**src/rtl/text_console_ctrl.sv**
```systemverilog
// rtl/text_console_ctrl.sv - terminal-style write controller for the text-mode screen RAM
// Interprets a byte stream as a terminal and sequences screen and line clears.
module text_console_ctrl #(
  parameter int         COLS  = 80,
  parameter int         ROWS  = 30,
  parameter logic [7:0] BLANK = 8'h20
) (
  input  logic       clk,
  input  logic       rst_n,
  input  logic       in_valid,
  input  logic [7:0] in_char,
  output logic       in_ready,
  input  logic       clear_req,
  output logic       wr_en,
  output logic [7:0] wr_x,
  output logic [6:0] wr_y,
  output logic [7:0] wr_char,
  output logic [7:0] cursor_x,
  output logic [6:0] cursor_y,
  output logic       busy
);

  localparam logic [1:0] S_CLEAR   = 2'd0;
  localparam logic [1:0] S_IDLE    = 2'd1;
  localparam logic [1:0] S_LINECLR = 2'd2;

  localparam logic [7:0] X_LAST = 8'(COLS - 1);
  localparam logic [6:0] Y_LAST = 7'(ROWS - 1);

  logic [1:0] state_q, state_d;
  // pre_q marks a fill state whose first cell has not been emitted yet
  logic       pre_q, pre_d;
  logic [7:0] cx_q, cx_d;
  logic [6:0] cy_q, cy_d;
  logic [7:0] cursor_x_q, cursor_x_d;
  logic [6:0] cursor_y_q, cursor_y_d;
  logic       wr_en_q, wr_en_d;
  logic [7:0] wr_x_q, wr_x_d;
  logic [6:0] wr_y_q, wr_y_d;
  logic [7:0] wr_char_q, wr_char_d;
  logic       busy_q;
  logic [6:0] next_row;
  logic       accept;

  assign in_ready = (state_q == S_IDLE) && !clear_req;
  assign accept   = in_valid && in_ready;
  assign next_row = (cursor_y_q == Y_LAST) ? 7'd0 : cursor_y_q + 7'd1;

  // Output registers are loaded from next-state values so a fill cell is
  // visible in the same cycle the fill state holds that counter value.
  always_comb begin
    state_d    = state_q;
    pre_d      = 1'b0;
    cx_d       = cx_q;
    cy_d       = cy_q;
    cursor_x_d = cursor_x_q;
    cursor_y_d = cursor_y_q;
    wr_en_d    = 1'b0;
    wr_x_d     = wr_x_q;
    wr_y_d     = wr_y_q;
    wr_char_d  = wr_char_q;

    case (state_q)
      S_CLEAR: begin
        if (pre_q) begin
          wr_en_d   = 1'b1;
          wr_x_d    = cx_q;
          wr_y_d    = cy_q;
          wr_char_d = BLANK;
        end else if (cx_q == X_LAST && cy_q == Y_LAST) begin
          state_d    = S_IDLE;
          cursor_x_d = 8'd0;
          cursor_y_d = 7'd0;
        end else begin
          if (cx_q == X_LAST) begin
            cx_d = 8'd0;
            cy_d = cy_q + 7'd1;
          end else begin
            cx_d = cx_q + 8'd1;
          end
          wr_en_d   = 1'b1;
          wr_x_d    = cx_d;
          wr_y_d    = cy_d;
          wr_char_d = BLANK;
        end
      end

      S_IDLE: begin
        if (clear_req || (accept && in_char == 8'h0C)) begin
          state_d   = S_CLEAR;
          cx_d      = 8'd0;
          cy_d      = 7'd0;
          wr_en_d   = 1'b1;
          wr_x_d    = 8'd0;
          wr_y_d    = 7'd0;
          wr_char_d = BLANK;
        end else if (accept) begin
          if (in_char >= 8'h20 && in_char <= 8'h7E) begin
            wr_en_d   = 1'b1;
            wr_x_d    = cursor_x_q;
            wr_y_d    = cursor_y_q;
            wr_char_d = in_char;
            if (cursor_x_q < X_LAST) begin
              cursor_x_d = cursor_x_q + 8'd1;
            end else begin
              cursor_x_d = 8'd0;
              cursor_y_d = next_row;
              state_d    = S_LINECLR;
              pre_d      = 1'b1;
              cx_d       = 8'd0;
              cy_d       = next_row;
            end
          end else if (in_char == 8'h0A) begin
            cursor_x_d = 8'd0;
            cursor_y_d = next_row;
            state_d    = S_LINECLR;
            cx_d       = 8'd0;
            cy_d       = next_row;
            wr_en_d    = 1'b1;
            wr_x_d     = 8'd0;
            wr_y_d     = next_row;
            wr_char_d  = BLANK;
          end else if (in_char == 8'h0D) begin
            cursor_x_d = 8'd0;
          end else if (in_char == 8'h08 && cursor_x_q != 8'd0) begin
            cursor_x_d = cursor_x_q - 8'd1;
            wr_en_d    = 1'b1;
            wr_x_d     = cursor_x_q - 8'd1;
            wr_y_d     = cursor_y_q;
            wr_char_d  = BLANK;
          end
        end
      end

      S_LINECLR: begin
        if (clear_req) begin
          state_d   = S_CLEAR;
          cx_d      = 8'd0;
          cy_d      = 7'd0;
          wr_en_d   = 1'b1;
          wr_x_d    = 8'd0;
          wr_y_d    = 7'd0;
          wr_char_d = BLANK;
        end else if (pre_q) begin
          wr_en_d   = 1'b1;
          wr_x_d    = cx_q;
          wr_y_d    = cy_q;
          wr_char_d = BLANK;
        end else if (cx_q == X_LAST) begin
          state_d = S_IDLE;
        end else begin
          cx_d      = cx_q + 8'd1;
          wr_en_d   = 1'b1;
          wr_x_d    = cx_d;
          wr_y_d    = cy_q;
          wr_char_d = BLANK;
        end
      end

      default: begin
        state_d = S_CLEAR;
        pre_d   = 1'b1;
        cx_d    = 8'd0;
        cy_d    = 7'd0;
      end
    endcase
  end

  always_ff @(posedge clk or negedge rst_n) begin
    if (!rst_n) begin
      state_q    <= S_CLEAR;
      pre_q      <= 1'b1;
      cx_q       <= 8'd0;
      cy_q       <= 7'd0;
      cursor_x_q <= 8'd0;
      cursor_y_q <= 7'd0;
      wr_en_q    <= 1'b0;
      wr_x_q     <= 8'd0;
      wr_y_q     <= 7'd0;
      wr_char_q  <= 8'd0;
      busy_q     <= 1'b1;
    end else begin
      state_q    <= state_d;
      pre_q      <= pre_d;
      cx_q       <= cx_d;
      cy_q       <= cy_d;
      cursor_x_q <= cursor_x_d;
      cursor_y_q <= cursor_y_d;
      wr_en_q    <= wr_en_d;
      wr_x_q     <= wr_x_d;
      wr_y_q     <= wr_y_d;
      wr_char_q  <= wr_char_d;
      busy_q     <= (state_d != S_IDLE);
    end
  end

  assign wr_en    = wr_en_q;
  assign wr_x     = wr_x_q;
  assign wr_y     = wr_y_q;
  assign wr_char  = wr_char_q;
  assign cursor_x = cursor_x_q;
  assign cursor_y = cursor_y_q;
  assign busy     = busy_q;

endmodule

```
**config.mk**
```make
export PLATFORM = sky130hd
export DESIGN_NAME = text_console_ctrl
export DESIGN_NICKNAME = d
export VERILOG_FILES = /design/src/rtl/text_console_ctrl.sv
export SDC_FILE = /design/constraint.sdc
export NUM_CORES = 1
export LEC_CHECK = 0
export ABC_AREA = 1
export CAP_MARGIN = 40
export CORE_MARGIN = 5
export CORE_UTILIZATION = 52
export DETAILED_ROUTE_END_ITERATION = 8
export HOLD_SLACK_MARGIN = 0.1
export PLACE_DENSITY = 0.78
export RECOVER_POWER = 100
export SYNTH_ARGS = -nofsm -noshare
export SYNTH_HDL_FRONTEND = slang
export SYNTH_SLANG_ARGS = --single-unit
```
**constraint.sdc**
```tcl
create_clock -name clk -period 1.8 [get_ports clk]
set_input_delay 0.36 -clock clk [delete_from_list [all_inputs] [get_ports clk]]
set_output_delay 0.36 -clock clk [all_outputs]
set_load 0.01 [all_outputs]
```
---- After elaboration in Yosys (flattened, before gate mapping) ----
Index checks and enable logic that the tools add are counted.
operators by class
  $add $sub $neg .......................... 5
  magnitude comparators ................... 3
  equal/unequal tests ..................... 28
  mux-type cells .......................... 97
  reductions and logical operators ........ 18
operator list
  kind                   count
  $mux W8                39
  $mux W7                23
  $pmux W8 S3            3
  $pmux W7 S3            2
  $eq A8 B4 Y1 const B   4
  $mux W2                10
  $reduce_and A6 Y1      3
  $add A8 B1 Y8 const B  2
  $pmux W8 S2            1
  $mux W1                15
  $add A7 B1 Y7 const B  2
  $eq A7 B5 Y1 const B   2
  $pmux W7 S2            1
  $reduce_and A7 Y1      2
  $ne A2 B2 Y1 const B   6
  $ne A3 B3 Y1 const B   4
  $ne A5 B1 Y1 const B   2
  $eq A8 B7 Y1 const B   1
  $ge A8 B6 Y1 const B   1
  $le A8 B7 Y1 const B   1
  $lt A8 B7 Y1 const B   1
  $ne A4 B4 Y1 const B   2
  $reduce_bool A8 Y1     1
  $sub A8 B1 Y8 const B  1
  17 further kinds       22
storage, ports and cells
  bits in registers ....................... 58
  output and inout bits ................... 41
  logic and storage cells ................. 162

---- Depth between registers and ports, before layout ----
Gate-level depths: netlist of the first run.
  word-level depth ........................ 9
  gate-level depth with buffers ........... 15
  mapped depth without buffers ............ 15

---- Least setup slack after synthesis of the first run ----
No wires, ideal clock.
  path type ............................... register to register
  start point ............................. register state_q[1]
  end point ............................... register cursor_y_q[2] (netlist: cursor_y[2])
  library setup time ...................... 0.118 ns
  arrival time ............................ 1.728 ns
  data required time ...................... 1.682 ns
  setup slack ............................. -0.047 ns
  stages on the path, launching flop included .. 13
  buffers on the path ..................... 1
  cell sequence ........................... dfrtp_1 inv_1 ha_1 inv_2 nor2_4 nand2_4 inv_2 o22ai_1 nor2_1 nand2_2 buf_6 nand2_1 o21ai_2
between the ends
  cells in the longest elaborated chain, start to end .. 7
  elaborated cells on any way between the ends .. 15
  those cells by class .................... eq/ne: 7; mux: 1; reduce/logical: 7
ends and longest elaborated chain
  element                                 line  source
  start: declaration                      30    logic [1:0] state_q, state_d;
  start signal: assignment                183   state_q <= state_d;
  $eq A2 B1 Y1 (*)                        45    assign in_ready = (state_q == S_IDLE) && !clear_req;
  $logic_and A1 B1 Y1 (*)                 45
  net in_ready                            12    output logic in_ready,
  $logic_and A1 B1 Y1 (*)                 46    assign accept = in_valid && in_ready;
  $logic_and A1 B1 Y1                     89    if (clear_req || (accept && in_char == 8'h0C)) begin
  $logic_or A1 B1 Y1                      89
  $ne A2 B2 Y1 (no source line)           -
  $reduce_and A7 Y1 (no source line) (*)  -
  end signal: assignment                  188   cursor_y_q <= cursor_y_d;
  end: declaration                        36    logic [6:0] cursor_y_q, cursor_y_d;
Mark *: on every way through the listed nets, which the timed path passes. The rest lies on a longest branch.
A chain may end at the register's enable or synchronous reset.

---- Worst setup path in the final report of the first run ----
  start point ............................. register state_q[0]
  end point ............................... register busy_q (netlist: busy)
between the ends
  cells in the longest elaborated chain, start to end .. 8
  elaborated cells on any way between the ends .. 19
  those cells by class .................... eq/ne: 3; mux: 11; reduce/logical: 5
ends and longest elaborated chain
  element                 line    source
  $eq A2 B1 Y1            45, 63
  $logic_and A1 B1 Y1     45
  $logic_and A1 B1 Y1     46
  $logic_and A1 B1 Y1     89
  $logic_or A1 B1 Y1      89
  $mux W2                 89
  $pmux W2 S3 (*)         63      case (state_q)
  $ne A2 B1 Y1 (*)        193     busy_q <= (state_d != S_IDLE);
  end signal: assignment  193
  end: declaration        41      logic busy_q;
Every way passes the cells marked *; elsewhere a longest branch is shown, timed or not.

==> out/results.tsv, run 1 <==
stage	metric	value	unit
outcome	status	finished with violations	
outcome	failing checks	setup timing	
timing	Peak Freq	517	MHz
synth	Post-synth EDFFs	0	
synth	Distinct cells, synth	41	
clock_tree	CTS Buffer Depth	2	
floorplan	core area	8260	um^2
placed_design	Cell Area, Placed	5810	um^2
grt	GR Overflow Total	0	
detailed_routing	DRC viols	0	
pwr	static leakage power	3.53	nW
finish	FILL cells	525	
synth	Syn Inst Count	668	
synth	top_reg_cell synth	dfrtp_1	
timing	fin crit share	107	%
detailed_routing	first-iteration detailed-routing DRC count	450	
synth	share of the synthesized area in the top cell type	31.5	%
synth	syn_area_per_cell	6.66	um^2
detailed_routing	WL final	17100	um
detailed_routing	Pre-antenna DRT Iters	6	
timing	RSZ-0062 raised after global routing	true	
synth	asr flop ratio synth	100	%
detailed_routing	Via-to-Cell Ratio	5.77	
clock_tree	total CTS buffers	9	
worst_setup_path	CP Class	register to register	
pwr	Peak supply drop	0.892	mV
timing	min cycle time layout	1.93	ns
timing	Final setup viols	58	
clock_tree	root buffer cell	clkbuf_8	
worst_setup_path	Critical Path Slowest Stage Cell	dfrtp_1	
clock_tree	Reg clk slew, reported paths	0.08	ns
worst_setup_path	CP Data Arrival Time	2.21	ns
pwr	Design Power	0.00952	W
finish	Ant. Diodes	0	
synth	Synth area leader	dfrtp_1	
floorplan	Die Area	10500	um^2
timing	Slew headroom	42.9	%
timing	Final WS setup	-0.135	ns
worst_setup_path	critical path launch point type	register	
floorplan	Die Wd	103	um
detailed_routing	DR vias	5454	
synth	Commonest cells post-synth	250 x nand2_1, 61 x nand3_1, 59 x inv_1	
timing	worst hold margin	0.348	ns
clock_tree	clk sink count	58	
clock_tree	clk_lat worst skew	0.37	ns
synth	synthesized area	4450	um^2
worst_setup_path	worst endpoint required time	2.07	ns
clock_tree	H-tree depth	3	
worst_setup_path	crit-path max FO	4	
detailed_routing	antenna-violating nets left	0	
synth	#FFs+latches synth	58	
placed_design	Post-Place Cells	910	
floorplan	num rows	33	
worst_setup_path	Worst setup EP type	register	
finish	Finished Layout Cells	946	
worst_setup_path	CP peak stage delay	0.45	ns
synth	sequential fraction of the synthesis area	32.7	%
finish	final-stage net count	860	
floorplan	Initial Util	53.9	%
grt	largest net degree at the start of global routing	59	
finish	final instance area	6810	um^2
grt	gr usage total	30.2	%
flow_run	Max Cap Viol	0	
synth	syn nets	692	
synth	synth top area cells	dfrtp_1 31%, nand2_1 21%, nand3_1 6.9%, inv_1 5.0%, nor2_1 4.6%	
pwr	power density over the cells	1400	nW/um^2
clock_tree	CTS tree	done	
grt	vias in the first global route	5068	
finish	Layout area overhead	53.0	%
min_path	Min-Delay Path Class	input port to register	
floorplan	io pins	53	
placed_design	Final GP Congestion	0.954	
timing	Worst-Margin Slew	0.856	ns
finish	share of cells above drive strength 1	34.7	%
grt	first-pass GRT wire length	24600	um
timing	final-report max-slew violation count	0	
timing	Final Hold Fails	0	
placed_design	dpl hpwl	10900	um
floorplan	Die H	103	um
synth	Syn. warnings	0	
timing	Final Skew	0.0163	ns
grt	initial antenna violation count	0	
worst_setup_path	cell mode on critical path	nand2_4	
placed_design	# port buffers	52	
detailed_routing	Routed WL per cell	18.1	um
worst_setup_path	critical path, cell by cell	ha_4 -> inv_4 -> nor2_4 -> buf_6 -> nand2_4 -> nor2_4 -> nand2_4 -> nand2_8 -> buf_6 -> nand2_4 -> inv_2 -> a21oi_2 -> o21ai_2 -> nand3_1	
synth	top-count cell post-synth	nand2_1	
-- layout make-up --
class                           instances  area, um^2  area share [%]
Multi-Input combinational cell        526        3160            46.4
Timing Repair Buffer                  172        1540            22.7
Sequential cell                        58        1460            21.4
Inverter                               68         265            3.90
Tap cell                              105         131            1.93
Clock inverter                          7         125            1.84
Clock buffer                            9         124            1.82
Timing Repair inverter                  1        3.75          0.0552
-- logic make-up after synthesis --
family	count (synthesis)	synth area share [%]
AO/OA/AOI/OAI	79	10.9
flip-flops	58	32.7
XOR/XNOR	14	2.76
buffers and inverters	85	8.38
adder cells (fa/ha/maj)	12	3.37
AND/OR/NAND/NOR	420	42.0
-- state kept, by name, indices dropped and copies added (netlist names), 2 cells and up --
name / count
cursor_x: 8
wr_x: 8
cursor_y: 7
cx_q: 8
wr_char: 8
cy_q: 7
state_q: 2
wr_y: 7
-- layer usage --
| metal | track usage, % | share of wire, % | vias to the layer above | wire (um) |
|---|---|---|---|---|
| li1 | - | - | 2493 | - |
| met1 | 38.1 | 39 | 2564 | 6640 |
| met2 | 52.0 | 49 | 327 | 8370 |
| met3 | 5.21 | 8.0 | 70 | 1380 |
| met4 | 11.1 | 4.3 | 0 | 733 |
| met5 | 0 | 0 | - | 0 |
-- report_power, final --
group          switching [W]  internal, W
logic                0.00361      0.00240
registers           0.000244      0.00167
clock network       0.000656     0.000932
total                0.00451      0.00501
-- timing repair --
item | CTS | global route
cloned | 2 | 2
pin swaps | 29 | 36
endpoints found under the hold margin | 56 | 0
gates resized for setup | 79 | 90
hold buffers | 1 | 0
buffers inserted | 11 | 5
setup endpoints to repair | 59 | 63
-- critical path, delay by kind of cell, from the launching register on --
kind / cells / cell delay, ns
and+or+nand+nor: 7 / 0.69
DFF: 1 / 0.45
buffers and inverters: 4 / 0.36
adders and majority gates: 1 / 0.18
AOI/OAI and AO/OA: 2 / 0.16
-- cells in the final DEF (no fill, tap or decap), drive strengths merged --
| master | instances |
|---|---|
| o21a | 1 |
| nor3 | 4 |
| clkdlybuf4s50 | 13 |
| a41oi | 1 |
| nand4 | 11 |
| or2 | 7 |
| nand2 | 266 |
| nor4 | 1 |
| a32o | 1 |
| dfstp | 2 |
| clkinv | 4 |
| dlygate4sd2 | 1 |
| or3 | 2 |
| dfrtp | 56 |
| dlymetal6s4s | 1 |
| o211ai | 6 |
| a21oi | 16 |
| dlygate4sd3 | 27 |
| o21ai | 44 |
| dlymetal6s2s | 6 |
| clkdlybuf4s25 | 3 |
| o22ai | 10 |
| ha | 12 |
| xor2 | 13 |
| nand3b | 2 |
| clkbuf | 15 |
| nand3 | 65 |
| bufinv | 3 |
| inv | 69 |
| xnor2 | 1 |
| buf | 115 |
| nor2 | 63 |
-- stage by stage --
step                worst slack [ns]  util (%)  TNS, ns
floorplan                    -0.0349         -   -0.145
global placement              -0.504      70.3   -20.35
detailed placement            -0.576      70.3   -23.80
CTS                           -0.112      77.7    -3.88
global route                  -0.235      82.4    -9.27
finish                        -0.135      82.4    -4.80
-- worst paths after layout --
check | slack [ns] | from | endpoint | cells after the start
worst max-delay path | -0.13 | state_q[0] | busy | 14
worst min-delay path | 0.35 | in_char[2] | wr_char[2] | 3
worst max register to register | -0.13 | state_q[0] | busy | 14
worst min register to register | 0.48 | wr_char[3] | wr_char[3] | 2
max in group asynchronous | 0.42 | rst_n | cursor_y[2] | 3
min in group asynchronous | 0.70 | rst_n | cursor_x[4] | 3
Power figures use the tool's default switching activity.
==> inputs of run 2 (changes only) <==
--- a/config.mk
+++ b/config.mk
@@ -6,12 +6,11 @@
 export NUM_CORES = 1
 export LEC_CHECK = 0
 export ABC_AREA = 1
-export CAP_MARGIN = 40
+export CAP_MARGIN = 20
 export CORE_MARGIN = 5
-export CORE_UTILIZATION = 52
+export CORE_UTILIZATION = 40
 export DETAILED_ROUTE_END_ITERATION = 8
 export HOLD_SLACK_MARGIN = 0.1
-export PLACE_DENSITY = 0.78
 export RECOVER_POWER = 100
 export SYNTH_ARGS = -nofsm -noshare
 export SYNTH_HDL_FRONTEND = slang
==> run 2 against run 1 <==
Effect of this change:
- the run still ends with setup timing left
- fmax decreased by 0.97%
- clock skew down 0.0092 ns
- highest routed layer unchanged
- register-to-register slack lost 0.02 ns
- first-iteration DRC count down 22%
- sequential power barely moved
- combinational power rose by 7.2%
- hold slack gained 0.13 ns
- cell area is 2.4% higher
==> out/results.tsv, run 2 (synthesis gave the netlist of run 1 again) <==
stage	metric	value	unit	change
outcome	status	finished with violations		unchanged
outcome	failing checks	setup timing		unchanged
grt	GR Overflow Total	0		unchanged
worst_setup_path	critical path, cell by cell	ha_4 -> inv_4 -> nor2_4 -> buf_6 -> nand2_8 -> nor2_4 -> a21oi_4 -> nand3_4 -> nand2_8 -> inv_8 -> buf_12 -> nand2_2 -> nand2_1		was ha_4 -> inv_4 -> nor2_4 -> buf_6 -> nand2_4 -> nor2_4 -> nand2_4 -> nand2_8 -> buf_6 -> nand2_4 -> inv_2 -> a21oi_2 -> o21ai_2 -> nand3_1
worst_setup_path	Critical Path Slowest Stage Cell	dfrtp_1		unchanged
pwr	static leakage power	3.52	nW	was 3.53 nW
worst_setup_path	number of buffers and inverters on the critical path	4		unchanged
timing	Final WS setup	-0.154	ns	was -0.135 ns
min_path	Min-Delay Path Class	register to register		was input port to register
detailed_routing	antenna-violating nets left	0		unchanged
placed_design	Final GP Congestion	0.917		was 0.954
timing	Slew headroom	44.1	%	was 42.9%
timing	Peak Freq	512	MHz	was 517 MHz
finish	FF+latch area	1450	um^2	was 1460 um^2
finish	final-stage net count	866		was 860
timing	fin crit share	109	%	was 107%
finish	final instance area	6970	um^2	was 6810 um^2
grt	vias in the first global route	4885		was 5,068
finish	commonest cells after routing, fill and taps aside	195 x nand2_1, 98 x buf_4, 56 x dfrtp_1		was 213 x nand2_1, 103 x buf_4, 54 x inv_1, 54 x dfrtp_1, 49 x nand3_1
detailed_routing	DR vias	5053		was 5,454
worst_setup_path	CP top delay family	simple AND/OR/NAND/NOR gates		unchanged
clock_tree	H-tree depth	3		unchanged
finish	share of cells above drive strength 1	36.6	%	was 34.7%
worst_setup_path	CP peak stage delay	0.43	ns	was 0.45 ns
detailed_routing	first-iteration detailed-routing DRC count	349		was 450
grt	gr usage total	22.1	%	was 30.2%
clock_tree	CTS tree	done		unchanged
floorplan	Die H	115	um	was 103 um
worst_setup_path	Worst setup EP type	register		unchanged
timing	worst hold margin	0.482	ns	was 0.348 ns
finish	Layout area overhead	56.6	%	was 53.0%
worst_setup_path	critical path launch point type	register		unchanged
detailed_routing	DRC viols	0		unchanged
clock_tree	clk_lat worst skew	0.36	ns	was 0.37 ns
placed_design	Cell Area, Placed	5860	um^2	was 5810 um^2
detailed_routing	WL final	14900	um	was 17,100 um
floorplan	Die Area	13300	um^2	was 10,500 um^2
timing	Worst-Margin Slew	0.838	ns	was 0.856 ns
clock_tree	CTS Buffer Depth	2		unchanged
detailed_routing	Pre-antenna DRT Iters	5		was 6
clock_tree	clk sink count	58		unchanged
pwr	power density over the cells	1400	nW/um^2	about the same
grt	largest net degree at the start of global routing	59		unchanged
timing	Final Skew	0.00710	ns	was 0.0163 ns
floorplan	num rows	38		was 33
finish	commonest non-fill, non-tap cell in the layout	nand2_1		unchanged
pwr	Peak supply drop	0.764	mV	was 0.892 mV
worst_setup_path	worst endpoint required time	2.06	ns	was 2.07 ns
grt	first-pass GRT wire length	23400	um	was 24,600 um
timing	Final Hold Fails	0		unchanged
clock_tree	root buffer cell	clkbuf_8		unchanged
finish	multi-input logic area	3230	um^2	was 3160 um^2
finish	Ant. Diodes	0		unchanged
floorplan	Initial Util	40.9	%	was 53.9%
finish	FILL cells	967		was 525
floorplan	io pins	53		unchanged
timing	Final setup viols	56		was 58
floorplan	Die Wd	115	um	was 103 um
worst_setup_path	crit-path max FO	8		was 4
worst_setup_path	Crit. Startpoint	state_q[0]		unchanged
grt	initial antenna violation count	0		unchanged
timing	RSZ-0062 raised after global routing	true		unchanged
worst_setup_path	worst r2r src	state_q[0]		unchanged
detailed_routing	Via-to-Cell Ratio	5.12		was 5.77
timing	final-report max-slew violation count	0		unchanged
floorplan	core area	10900	um^2	was 8260 um^2
detailed_routing	Routed WL per cell	15.1	um	was 18.1 um
clock_tree	Reg clk slew, reported paths	0.07	ns	was 0.08 ns
placed_design	# port buffers	52		unchanged
pwr	Design Power	0.00972	W	was 0.00952 W
worst_setup_path	CP Data Arrival Time	2.21	ns	about the same
clock_tree	total CTS buffers	9		unchanged
min_path	HP Start	wr_x[5]		was in_char[2]
worst_setup_path	CP Class	register to register		unchanged
placed_design	dpl hpwl	10400	um	was 10,900 um
timing	min cycle time layout	1.95	ns	was 1.93 ns
flow_run	Max Cap Viol	0		unchanged
run 2: changes by cell type in the layout (fill, tap and decap cells not counted), sizes merged, moves of 2 or more:
cell | before | now
clkdlybuf4s50 | 13 | 26
dlygate4sd3 | 27 | 18
buf | 115 | 122
dlymetal6s2s | 6 | 0
clkbuf | 15 | 18
clkinv | 4 | 1
dlygate4sd2 | 1 | 3
run 2: layout make-up:
| type | instances | area share, % |
|---|---|---|
| clock buffers | 12 | 2.08 |
| clock inverters | 4 | 1.10 |
| inverters | 68 | 3.84 |
| multi-input cells | 526 | 46.3 |
| flip-flops and latches | 58 | 20.9 |
| well taps | 140 | 2.51 |
| repair buffers | 179 | 23.3 |
run 2: what timing repair did:
| item | in CTS | in global routing |
|---|---|---|
| setup buffers | 14 | 9 |
| resized for setup | 46 | 153 |
| gates cloned | 1 | 3 |
| hold endpoints to repair | 56 | 0 |
| setup endpoints to repair | 58 | 62 |
| hold buffers | 1 | 0 |
| pin swaps | 16 | 54 |
run 2: tightest hold or removal path, delay by kind of cell, from the launching register on:
kind,cells,cell delay (ns)
DFF,1,0.35
and+or+nand+nor,2,0.10
run 2: where the power goes:
part,internal [W],switching (W)
logic,0.00278,0.00366
clock network,0.000820,0.000551
registers,0.00167,0.000245
total,0.00527,0.00446
run 2: metal layers:
metal	GRT usage, %	wire length [um]
met5	0	0
met4	7.82	383
met3	4.18	726
met2	36.2	7080
met1	29.4	6760
run 2: through the flow:
step / instances / utilization (%) / setup TNS [ns] / worst slack [ns]
6_report: 987 / 64.0 / -5.05 / -0.154
3_5_place_dp: 946 / 53.8 / -19.67 / -0.425
4_1_cts: 977 / 58.2 / -4.61 / -0.128
2_1_floorplan: 668 / - / -0.145 / -0.0349
5_1_grt: 987 / 64.0 / -9.01 / -0.223
3_3_place_gp: 946 / 53.8 / -17.91 / -0.398
run 2: final timing paths:
check / cells after the start / slack [ns] / to
min in group asynchronous: 3 / 0.75 / wr_char[0]
worst max-delay path: 13 / -0.15 / wr_x[3]
worst max register to register: 13 / -0.15 / wr_x[3]
worst min register to register: 2 / 0.48 / wr_x[5]
max in group asynchronous: 3 / 0.52 / cy_q[4]
worst min-delay path: 2 / 0.48 / wr_x[5]
